`src/rtl/alu_chk_pkg.sv`:
```
// Shared types and constants for the ALU response checker.
// Build option ALU_RESP_CHK_MASK_EN adds a per-vector compare mask to each delay-line slot.
package alu_chk_pkg;

    localparam int          MAX_LATENCY = 8;
    localparam int          DATA_W      = 64;
    localparam logic [15:0] ERR_CNT_MAX = 16'hFFFF;

    typedef enum logic [1:0] {
        ST_IDLE,
        ST_RUN,
        ST_DRAIN,
        ST_DONE
    } chk_state_t;

    typedef struct packed {
        logic              valid;
        logic [DATA_W-1:0] exp;
`ifdef ALU_RESP_CHK_MASK_EN
        logic [DATA_W-1:0] mask;
`endif
    } chk_slot_t;

endpackage

```
`src/rtl/alu_chk_dly.sv`:
```
// LATENCY-stage shift register of expectation slots, with synchronous active-low flush.
// pending_o reports whether any slot still carries an uncompared vector.
module alu_chk_dly
    import alu_chk_pkg::*;
#(
    parameter int LATENCY = 1
) (
    input  logic      rclk,
    input  logic      flush_l_i,
    input  chk_slot_t slot_i,
    output chk_slot_t slot_o,
    output logic      pending_o
);

    localparam int DEPTH = (LATENCY > MAX_LATENCY) ? MAX_LATENCY :
                           (LATENCY < 1)           ? 1 : LATENCY;

    chk_slot_t stage_q [DEPTH];

    // NOTE: sequential state uses <= so every stage samples its neighbour's pre-edge value.
    // NOTE: only the valid bits are flushed; exp/mask are don't-care while valid is low.
    always_ff @(posedge rclk) begin
        if (!flush_l_i) begin
            for (int i = 0; i < DEPTH; i++) begin
                stage_q[i].valid <= 1'b0;
            end
        end else begin
            stage_q[0] <= slot_i;
            for (int i = 1; i < DEPTH; i++) begin
                stage_q[i] <= stage_q[i-1];
            end
        end
    end

    assign slot_o = stage_q[DEPTH-1];

    always_comb begin
        pending_o = 1'b0;
        for (int i = 0; i < DEPTH; i++) begin
            pending_o = pending_o | stage_q[i].valid;
        end
    end

endmodule

```
`config.mk`:
```
export PLATFORM = sky130hd
export DESIGN_NAME = alu_chk_dly
export DESIGN_NICKNAME = d
export VERILOG_FILES = /design/src/rtl/alu_chk_pkg.sv /design/src/rtl/alu_chk_dly.sv
export SDC_FILE = /design/constraint.sdc
export NUM_CORES = 1
export LEC_CHECK = 0
export CAP_MARGIN = 20
export CORE_MARGIN = 2
export CORE_UTILIZATION = 40
export CTS_BUF_LIST = sky130_fd_sc_hd__clkbuf_8
export DETAILED_ROUTE_END_ITERATION = 10
export GPL_ROUTABILITY_DRIVEN = 1
export PLACE_DENSITY = 0.88
export SETUP_SLACK_MARGIN = 0.15
export SYNTH_ARGS = -nofsm -noshare
export SYNTH_HDL_FRONTEND = slang
export SYNTH_SLANG_ARGS = --single-unit
```
`constraint.sdc`:
```
create_clock -name rclk -period 1.1 [get_ports rclk]
set_clock_uncertainty 0.15 [all_clocks]
set_input_delay 0.22 -clock rclk [delete_from_list [all_inputs] [get_ports rclk]]
set_output_delay 0.22 -clock rclk [all_outputs]
set_load 0.03 [all_outputs]
```
==> flow_results.org <==
** Critical path
- The setup path with the least slack is of type reg -> out.
- In this run the number of cells on the critical path is 1.
- Critical Path, Cell by Cell :: buf_12
- Kind of start point of the critical path :: register
- Crit path largest cell delay :: 0.42 ns
- STA classifies the critical path endpoint as a primary output.
- Worst Path Buf+Inv :: 1
- The kind of cell with the highest combined delay along the critical path is flip-flops.
- Critical Path RT :: 0.73 ns
- Highest-delay cell along the critical path :: sky130_fd_sc_hd__edfxtp_1
- Data arrival time of the critical path :: 0.91 ns
- Of all nets on the critical path, the largest fanout is 1.

** Logic synthesis
- Of the synthesized area, sequential elements account for about 80%.
- After synthesis the netlist holds a flip-flop and latch count of 65.
- The number of nets in the synthesized netlist is ~210.
- Area of the mapped netlist :: 2430 um^2
- The synthesized netlist contains 6 unique library cells.
- Fraction of post-synthesis cell area in the top cell type by area :: 79.1%
- Cell types with the largest area share after synthesis :: sky130_fd_sc_hd__edfxtp_1 (79%), sky130_fd_sc_hd__and2_1 (17%), sky130_fd_sc_hd__buf_6 (2.8%), sky130_fd_sc_hd__dfxtp_1 (0.82%), sky130_fd_sc_hd__buf_4 (0.31%)
- Counting every instance in the synthesized netlist gives about 140.
- sky130_fd_sc_hd__edfxtp_1 takes more of the synthesized area than any other cell.
- Average size of a mapped cell :: 17.6 um^2
- Number of warnings printed during yosys synthesis :: 0

** Pwr
- Worst IR drop on VDD :: roughly 1.1 mV
- Of the total power, the clock network draws between 30 and 40%.
- In this run the power spent charging and discharging nets is ~1.5 mW.
- Leakage power :: approximately 1.6 nW
- Sequential fraction of design power :: between 40% and 50%
- Net switching is about a quarter of the power.
- Power spread over the standard cell area amounts to ~1500 nW/um^2.
- Pint :: between 4 and 5 mW
- Logic pwr share :: roughly 20%

** Timing
- The worst path uses 116% of the clock period.
- Setup repair after global routing could not meet its margin everywhere.
- Measured against its own limit, the worst slew margin works out to between 90 and 100%.
- Hold violation total from the final report :: 0
- Time the worst path needs with I/O delays and setup :: 1.28 ns
- Transition at the pin with the smallest max-transition slack :: around 0.14 ns
- Final count of pins violating max slew :: 0
- Highest clock rate :: 782 MHz
- # setup viols final :: 66
- After layout, the worst setup slack is -0.178 ns.

** Layout
- Most flops, register :: stage_q
- 0 antenna diodes ended up in the layout.
- Flip-flop count of the largest register, all copies and words added :: 65
- Number of nets at the end of the flow :: ~350
- The layout has between 300 and 400 filler cells.
- Compared with the post-synthesis result, the final layout area differs by 70.5%.
- Share of post-route cells with drive strength above 1 :: roughly 30%
- The library cells used most frequently in the layout, excluding fill and tap cells, are sky130_fd_sc_hd__and2_1 (65), sky130_fd_sc_hd__clkdlybuf4s50_1 (65), sky130_fd_sc_hd__edfxtp_1 (64).
- Core occupancy in the finished layout :: roughly 70%
- The largest registers in the layout are stage_q (65).
- Summing all multi-input logic gate instances after layout gives around 400 um^2.
- Summing all flip-flop and latch instances after layout gives about 2000 um^2.

** Global routing
- Global route overflow :: 0
- Number of antenna violations at the first check in global routing :: 0
- In the global route stage, met3 resource usage came out at under 10%.
- GR Util met1 :: 15.3%
- Aggregate global-route resource usage :: about 16%
- The first global-routing pass estimated roughly 7.5 mm of wire.
- GRT Max-Usage Layer :: met2
- Entering global routing, the biggest net connects 36 pins.
- The number of global-route vias before repair was approximately 1600.
- Met2 track demand over resource in global routing :: a little over a quarter

** Floorplan
- The core region is between 5000 and 6000 um^2.
- The die is 81.9 um wide.
- For this configuration, the core starts out at a cell density of 41.3%.
- In this run the core area contains 28 standard-cell rows.
- From bottom edge to top edge, the die measures about 80 um.
- Top-level port count :: approximately 130
- Die footprint :: between 6000 and 7000 um^2

** Run
- # Max-Cap Violations :: 0

** Placed design
- Routability-driven placement finished with a final weighted congestion of ~0.7.
- During placement, the flow inserted port buffers numbering roughly 130.
- The wire-length estimate of the detail-placed layout is around 3.7 mm.
- Post-Place Setup Slack :: -0.0933 ns

** Detailed routing
- After the first detailed-routing iteration, the DRC count stood at 42.
- Vias per Instance :: roughly 4.3
- DR DRC count :: 0
- The first detailed-routing pass took 4 iterations.
- Summing over every cut layer, the via total after detailed routing is around 1600.
- Dividing the detail-routed wire length by the instance count gives around 14 um.
- Post-route ant nets :: 0
- Summed over all layers, the routed wires come to about 5.0 mm.

** Clock network
- In this run the post-CTS setup repair buffer count came out at 0.
- The H-tree generated during clock tree synthesis spans 3 levels.
- No sink is reached through more buffers than the 2 on the longest clock path.
- Clock input transition at the sequential cells of the worst setup and hold paths :: 0.07 ns
- Cell chosen for the clock root :: sky130_fd_sc_hd__clkbuf_8
- TritonCTS built the clock tree.
- Clock buffers created by TritonCTS :: 9
- Clock tree synthesis found a total of 65 sinks.

** Hold path
- Number of stages on the worst hold path :: 2
- In this run the worst hold path is classified as in -> reg.

** Status
- Failing checks :: setup timing
- Run status :: finished with violations
[kinds of logic after synthesis]
group / after synthesis / synth area share [%]
flops: 65 / 80.0
simple gates: 65 / 16.7
buf+inv: 8 / 3.30
[stage by stage]
stage / hold WS, ns / cells / TNS, ns / total power, mW / cell area (um^2)
final: 0.214 / 359 / -8.61 / 6.11 / 4140
after floorplan: 0.182 / 138 / 0 / 3.57 / 2440
after CTS: 0.198 / 359 / -10.33 / 6.20 / 4140
after detailed placement: 0.517 / 343 / -4.36 / 4.19 / 3730
after global routing: 0.218 / 359 / -11.57 / 6.35 / 4140
after global placement: 0.516 / 343 / -3.80 / 4.16 / 3730
[routing by layer]
| metal | part of all wire [%] | vias up |
|---|---|---|
| li1 | - | 759 |
| met1 | 35 | 698 |
| met2 | 52 | 86 |
| met3 | 11 | 15 |
| met4 | 2.6 | 0 |
| met5 | 0 | - |
[cell usage after synthesis]
library cell,n
sky130_fd_sc_hd__edfxtp_1,64
sky130_fd_sc_hd__and2_1,65
sky130_fd_sc_hd__buf_2,1
sky130_fd_sc_hd__buf_4,1
sky130_fd_sc_hd__dfxtp_1,1
sky130_fd_sc_hd__buf_6,6
[timing repair]
action	CTS	global route
hold buffers	0	0
gates resized for setup	62	0
endpoints found under the setup margin	66	66
[worst paths after layout]
path,end,from
worst max-delay path,slot_o[60],stage_q[0][60]
worst min-delay path,stage_q[0][31],flush_l_i
[cell type report]
class                           instances  share of cell area (%)
Sequential cell                        65                    46.9
Timing Repair Buffer                  138                    36.7
Multi-Input combinational cell         65                    9.82
Clock buffer                            9                    2.99
Tap cell                               75                    2.27
Clock inverter                          7                    1.30
[power by group through the flow]
stage          Combinational (mW)  Sequential [mW]  Clock (mW)
2_1_floorplan               0.127             3.44           0
3_3_place_gp                 1.12             3.04           0
3_5_place_dp                 1.14             3.05           0
4_1_cts                      1.24             3.04        1.91
5_1_grt                      1.30             3.05        1.99
6_report                     1.23             3.03        1.85
Power figures use the tool's default switching activity.
